===== src/rtl/fa16_rev_feed.sv =====
// ---------------------------------------------------------------------------
// fa16_rev_feed
//
// Bidirectional elastic staging buffer that sits in front of the 16-bit
// reversible adder. In forward mode it queues operand tuples {a, b, c0, z}
// from the producer and hands them to the adder's forward inputs. In backward
// mode it queues recovered tuples from the adder's reverse outputs and returns
// them to the producer. A single circular FIFO is shared by both directions,
// so the direction bit only changes when the FIFO is empty.
//
// Ports
//   clk, rst            clock, asynchronous active-high reset
//   vdd, vss            power pins (only with USE_POWER_PINS)
//   dir_req             requested direction (0 = forward, 1 = backward)
//   dir, switching      current direction / one-cycle switch indicator
//   up_*                forward tuple in from producer   (valid/ready)
//   dn_*                forward tuple out to adder       (valid/ready)
//   bk_in_*             recovered tuple in from adder    (valid/ready)
//   bk_out_*            recovered tuple out to producer  (valid/ready)
//   inflight            dn fires minus bk_in fires, modulo 2^CNT_W
// ---------------------------------------------------------------------------
//  state   | meaning
//  S_FWD   | forward streaming: up_* -> FIFO -> dn_*
//  S_SWITCH| one-cycle turnaround, FIFO empty, all handshakes idle
//  S_BWD   | backward streaming: bk_in_* -> FIFO -> bk_out_*
// ---------------------------------------------------------------------------
module fa16_rev_feed #(
  parameter int DEPTH = 2,
  parameter int CNT_W = 16
) (
`ifdef USE_POWER_PINS
  inout  wire              vdd,
  inout  wire              vss,
`endif
  input  logic             clk,
  input  logic             rst,

  input  logic             dir_req,
  output logic             dir,
  output logic             switching,

  input  logic             up_valid,
  output logic             up_ready,
  input  logic [15:0]      up_a,
  input  logic [15:0]      up_b,
  input  logic             up_c0,
  input  logic             up_z,

  output logic             dn_valid,
  input  logic             dn_ready,
  output logic [15:0]      dn_a,
  output logic [15:0]      dn_b,
  output logic             dn_c0,
  output logic             dn_z,

  input  logic             bk_in_valid,
  output logic             bk_in_ready,
  input  logic [15:0]      bk_in_a,
  input  logic [15:0]      bk_in_b,
  input  logic             bk_in_c0,
  input  logic             bk_in_z,

  output logic             bk_out_valid,
  input  logic             bk_out_ready,
  output logic [15:0]      bk_out_a,
  output logic [15:0]      bk_out_b,
  output logic             bk_out_c0,
  output logic             bk_out_z,

  output logic [CNT_W-1:0] inflight
);

  localparam int AW = $clog2(DEPTH);
  localparam int CW = AW + 1;
  localparam logic [CW-1:0] CNT_FULL = CW'(DEPTH);

  typedef enum logic [1:0] {
    S_FWD    = 2'd0,
    S_SWITCH = 2'd1,
    S_BWD    = 2'd2
  } state_t;

  state_t           state_q;
  logic             dir_q;
  logic             switching_q;
  // Holds all readys low during reset and releases them one cycle later.
  logic             live_q;

  logic [AW-1:0]    wr_ptr_q, wr_ptr_d;
  logic [AW-1:0]    rd_ptr_q, rd_ptr_d;
  logic [CW-1:0]    count_q, count_d;
  logic [CNT_W-1:0] inflight_q, inflight_d;
  logic [33:0]      mem_q [DEPTH];

  logic             is_fwd, is_bwd;
  logic             not_full, not_empty;
  logic             up_fire, dn_fire, bk_in_fire, bk_out_fire;
  logic             wr_fire, rd_fire;
  logic [33:0]      wr_data, head;
  logic [33:0]      dn_data, bk_data;

  // ---------------------------------------------------------------------
  // Handshake generation
  // ---------------------------------------------------------------------
  assign is_fwd    = (state_q == S_FWD);
  assign is_bwd    = (state_q == S_BWD);
  // No full-bypass: a full FIFO refuses writes even when a read fires.
  assign not_full  = live_q && (count_q < CNT_FULL);
  assign not_empty = (count_q != '0);

  assign up_ready     = is_fwd && not_full;
  assign bk_in_ready  = is_bwd && not_full;
  assign dn_valid     = is_fwd && not_empty;
  assign bk_out_valid = is_bwd && not_empty;

  assign up_fire     = up_valid    && up_ready;
  assign bk_in_fire  = bk_in_valid && bk_in_ready;
  assign dn_fire     = dn_valid    && dn_ready;
  assign bk_out_fire = bk_out_valid && bk_out_ready;

  assign wr_fire = up_fire || bk_in_fire;
  assign rd_fire = dn_fire || bk_out_fire;

  assign wr_data = is_bwd ? {bk_in_a, bk_in_b, bk_in_c0, bk_in_z}
                          : {up_a, up_b, up_c0, up_z};

  // ---------------------------------------------------------------------
  // Read data: head entry straight from storage, zeroed when not valid
  // ---------------------------------------------------------------------
  assign head    = mem_q[rd_ptr_q];
  assign dn_data = dn_valid     ? head : '0;
  assign bk_data = bk_out_valid ? head : '0;

  assign dn_a      = dn_data[33:18];
  assign dn_b      = dn_data[17:2];
  assign dn_c0     = dn_data[1];
  assign dn_z      = dn_data[0];

  assign bk_out_a  = bk_data[33:18];
  assign bk_out_b  = bk_data[17:2];
  assign bk_out_c0 = bk_data[1];
  assign bk_out_z  = bk_data[0];

  assign dir       = dir_q;
  assign switching = switching_q;
  assign inflight  = inflight_q;

  // ---------------------------------------------------------------------
  // Next-state for pointers, occupancy and in-flight counter
  // ---------------------------------------------------------------------
  always_comb begin
    wr_ptr_d = wr_ptr_q;
    rd_ptr_d = rd_ptr_q;
    count_d  = count_q;
    if (wr_fire) wr_ptr_d = wr_ptr_q + AW'(1);
    if (rd_fire) rd_ptr_d = rd_ptr_q + AW'(1);
    case ({wr_fire, rd_fire})
      2'b10:   count_d = count_q + CW'(1);
      2'b01:   count_d = count_q - CW'(1);
      default: count_d = count_q;
    endcase
  end

  // dn and bk_in fires belong to different states, so they never coincide.
  always_comb begin
    inflight_d = inflight_q;
    if (dn_fire)         inflight_d = inflight_q + CNT_W'(1);
    else if (bk_in_fire) inflight_d = inflight_q - CNT_W'(1);
  end

  always_ff @(posedge clk or posedge rst) begin
    if (rst) begin
      wr_ptr_q   <= '0;
      rd_ptr_q   <= '0;
      count_q    <= '0;
      inflight_q <= '0;
      live_q     <= 1'b0;
    end else begin
      wr_ptr_q   <= wr_ptr_d;
      rd_ptr_q   <= rd_ptr_d;
      count_q    <= count_d;
      inflight_q <= inflight_d;
      live_q     <= 1'b1;
    end
  end

  // Storage contents are don't-care after reset, so no reset here.
  always_ff @(posedge clk) begin
    if (wr_fire) mem_q[wr_ptr_q] <= wr_data;
  end

  // ---------------------------------------------------------------------
  // Direction FSM. A switch is only taken on an empty FIFO with no write
  // landing this cycle, so the shared storage never mixes directions.
  // dir_q is flipped on SWITCH exit and also tells SWITCH where to go.
  // ---------------------------------------------------------------------
  always_ff @(posedge clk or posedge rst) begin
    if (rst) begin
      state_q     <= S_FWD;
      dir_q       <= 1'b0;
      switching_q <= 1'b0;
    end else begin
      case (state_q)
        S_FWD: begin
          if (dir_req && !not_empty && !wr_fire) begin
            state_q     <= S_SWITCH;
            switching_q <= 1'b1;
          end
        end
        S_BWD: begin
          if (!dir_req && !not_empty && !wr_fire) begin
            state_q     <= S_SWITCH;
            switching_q <= 1'b1;
          end
        end
        S_SWITCH: begin
          state_q     <= dir_q ? S_FWD : S_BWD;
          dir_q       <= ~dir_q;
          switching_q <= 1'b0;
        end
        default: begin
          state_q     <= S_FWD;
          dir_q       <= 1'b0;
          switching_q <= 1'b0;
        end
      endcase
    end
  end

endmodule


===== config.mk =====
export PLATFORM = sky130hd
export DESIGN_NAME = fa16_rev_feed
export DESIGN_NICKNAME = d
export VERILOG_FILES = /design/src/rtl/fa16_rev_feed.sv
export SDC_FILE = /design/constraint.sdc
export NUM_CORES = 1
export LEC_CHECK = 0
export BUFFER_PORTS_ARGS = -buffer_cell sky130_fd_sc_hd__buf_4
export CORE_ASPECT_RATIO = 0.5
export CORE_UTILIZATION = 35
export DETAILED_ROUTE_END_ITERATION = 16
export PLACE_DENSITY_LB_ADDON = 0.08
export SYNTH_ARGS = -nofsm -noshare
export SYNTH_HDL_FRONTEND = slang
export SYNTH_SLANG_ARGS = --single-unit

===== constraint.sdc =====
create_clock -name clk -period 2.7 [get_ports clk]
set_input_delay 0.405 -clock clk [delete_from_list [all_inputs] [get_ports clk]]
set_output_delay 0.405 -clock clk [all_outputs]
set_load 0.02 [all_outputs]

==> reports/qor.csv <==
stage,metric,value,unit
route,drt-total-wl,11.3,mm
clocking,root_buffer,clkbuf_16,
critical_path,start_kind,register,
critical_path,critical-path-max-stage-delay,0.41,ns
min_path,hold_path.class,input pin to async pin,
placed_design,dp_hpwl,7.92,mm
route,avgViaCountPerCell,4.75,
logic_synthesis,yosys_warnings,0,
clocking,cts_max_path_buffers,2,
power_and_ir_drop,power,9.09,mW
cells_and_area,stdcell_count,769,
power_and_ir_drop,p_leak,2.97,nW
cells_and_area,final_core_util,52.2,%
floorplan,die_h,85.0,um
cells_and_area,area_growth,41.0,%
floorplan,start_util,37.0,%
global_route,grt_pass1_wl,17.9,mm
clocking,htree_levels,3,
critical_path,worst-setup-path-type,register to register,
job,cap_violations,0,
global_route,grt_max_degree,36,
critical_path,cp_cell_sequence,"or3_4, clkinv_4, nand2_8, buf_4, ha_1, a21o_1, a31o_2, a31oi_2, o21ai_1, xnor2_1, a21oi_1",
floorplan,rows,29,
logic_synthesis,seq_area_frac_synth,55.4,%
clocking,cts_tree,built,
sta,tns,0,ns
sta,drv_slew,0,
power_and_ir_drop,peakVddDrop,0.000789,V
logic_synthesis,yosys.cell_count.top_type,nor2_1,
cells_and_area,drive_above_1_share,44.4,%
placed_design,dpl.cell_count,752,
route,wl_per_cell,14.7,um
sta,timing.final.ws_setup,0.112,ns
route,ant_nets,0,
floorplan,num_io_pins,165,
clocking,path_clk_slew,0.07,ns
sta,period_minus_slack,2.59,ns
cells_and_area,antenna_cells,0,
sta,setup_viol,0,
route,drt-initial-drc-count,129,
clocking,clock-sinks,93,
sta,fin_worst_skew,0.00518,ns
clocking,insertion_delay,0.34,ns
critical_path,worstPathRequired,2.91,ns
sta,relSlewSlack,56.2,%
clocking,cts_made_buffers,9,
critical_path,critical_path.max_fanout,17,
global_route,grt.total_usage,16.2,%
global_route,grt_pass1_vias,3668,
placed_design,place.gp.congestion,0.833,
logic_synthesis,synth_area,4820,sq um
sta,max_freq,0.386,GHz
critical_path,critPathBufInv,2,
logic_synthesis,synth_edf_count,68,
logic_synthesis,syn_inst,413,
placed_design,pre_cts_ws,-0.0505,ns
logic_synthesis,ys_top_cells_by_area,"edfxtp_1 (42%), dfrtp_1 (13%), mux2_2 (7.9%)",
cells_and_area,stdcell_area,6790,sq um
power_and_ir_drop,power_density,1340,nW/um^2
logic_synthesis,synth_area_leader_cell,edfxtp_1,
sta,finalHoldViolCount,0,
run_status,outcome,"complete, no violations",
critical_path,cp_slowest_cell,or3_4,
sta,worst_pin_slew,0.656,ns
sta,holdWs,0.157,ns
logic_synthesis,avgSynthCellArea,11.7,sq um
logic_synthesis,synthFlopType,edfxtp_1,
critical_path,cp_top_family,compound AO/OA/AOI/OAI gates,
logic_synthesis,synth_nets,505,
logic_synthesis,ys_types,44,
cells_and_area,fin_nets,686,
logic_synthesis,synth.top_cell.area_share,42.4,%
floorplan,fp.dieW,168,um
route,drt-pass1-iter-count,4,
sta,post-route-period-util,95.8,%
route,vias,3649,
route,route.detailed.drc,0,
global_route,gr-total-overflow,0,
placed_design,place_area,6440,sq um
logic_synthesis,ys_seq_elements,93,
floorplan,core_area,13000,sq um
sta,grt_setup_unrepaired,yes,
placed_design,portBuffers,164,
clocking,postCtsHoldBufs,0,
critical_path,cp-end-kind,register,
logic_synthesis,synthTopCellsByCount,"nor2_1 (88), edfxtp_1 (68), mux2i_1 (36)",
logic_synthesis,synthArstFlopShare,26.9,%
critical_path,cp.arrival,2.80,ns
global_route,antenna_found_initial,0,
floorplan,fp.dieArea,14300,sq um
-- cells by family after synthesis --
group / share of synthesized area (%)
muxes: 15.4
buffers and inverters: 2.86
and+or+nand+nor: 11.2
xor gates and xnor gates: 3.27
adders and majority gates: 4.57
DFF: 55.4
other: 0.0778
AOI/OAI and AO/OA: 7.27
-- final timing paths --
check                           slack [ns]                       end                    from  depth (start not counted)
worst min-delay path                  0.16  inflight[12]$_DFFE_PP0P_                     rst                          2
worst max register to register        0.11  inflight[13]$_DFFE_PP0P_  state_q[1]$_DFFE_PP0P_                         11
max in group asynchronous             1.94   inflight[4]$_DFFE_PP0P_                     rst                          3
worst min register to register        0.50     switching$_DFFE_PP0P_   switching$_DFFE_PP0P_                          2
worst max-delay path                  0.11  inflight[13]$_DFFE_PP0P_  state_q[1]$_DFFE_PP0P_                         11
min in group clk                      0.32    state_q[1]$_DFFE_PP0P_                 dir_req                          3
-- cell usage in the layout, fill, tap and decap left out, types with 3 or more instances in the layout --
cell | netlist | layout
nand2b_1 | 4 | 4
a21o_1 | 4 | 4
clkbuf_16 | 0 | 9
inv_6 | 0 | 4
ha_2 | 0 | 3
xnor2_1 | 8 | 8
mux2i_1 | 36 | 36
o211ai_1 | 3 | 3
inv_1 | 7 | 7
edfxtp_1 | 68 | 68
nor2_1 | 88 | 85
o21a_1 | 3 | 3
xor2_1 | 10 | 10
nand2_1 | 16 | 16
dfrtp_1 | 25 | 24
o21ai_0 | 8 | 6
a21oi_1 | 17 | 15
ha_1 | 16 | 13
and3_1 | 3 | 3
o21ai_1 | 6 | 7
a211oi_1 | 5 | 5
buf_4 | 1 | 189
buf_12 | 0 | 3
mux2_2 | 34 | 34
-- cell type report --
| cell class | count | area, sq um |
|---|---|---|
| multi-input combinational | 289 | 2110 |
| fill | 1176 | 6230 |
| sequential | 93 | 2670 |
| clock inverter | 7 | 60.1 |
| tap | 170 | 213 |
| timing repair buffer | 192 | 1480 |
| clock buffer | 9 | 225 |
| inverter | 9 | 38.8 |
-- what timing repair did --
| item | in CTS | in global routing |
|---|---|---|
| pin swaps | 0 | 2 |
| gates resized for setup | 2 | 14 |
| setup buffers | 0 | 1 |
| endpoints found under the setup margin | 2 | 8 |
-- flip-flops by register name, indices dropped and copies added (netlist names) --
register   cells
rd_ptr_q       1
live_q         1
state_q        2
switching      1
count_q        2
inflight      16
dir            1
mem_q         68
wr_ptr_q       1
-- layer usage --
metal | part of all wire [%] | vias to the layer above | GRT usage (%)
li1 | - | 1837 | -
met5 | 0 | - | 0
met3 | 5.3 | 8 | 4.34
met1 | 45 | 1721 | 20.0
met4 | 0.67 | 0 | 3.84
met2 | 49 | 83 | 28.5
-- where the power goes --
| group | internal, mW | total [mW] | switching [mW] |
|---|---|---|---|
| clock | 0.644 | 1.21 | 0.566 |
| combinational | 2.53 | 5.71 | 3.19 |
| sequential | 1.96 | 2.17 | 0.212 |
| total | 5.13 | 9.09 | 3.96 |
-- worst reg2reg max path: stages, from the launching register on --
cell	delay [ns]
dfrtp_1	0.38
or3_4	0.41
clkinv_4	0.08
nand2_8	0.11
buf_4	0.18
ha_1	0.28
a21o_1	0.21
a31o_2	0.25
a31oi_2	0.20
o21ai_1	0.11
xnor2_1	0.17
a21oi_1	0.09
Note: power is estimated with default switching activity, not from simulation.
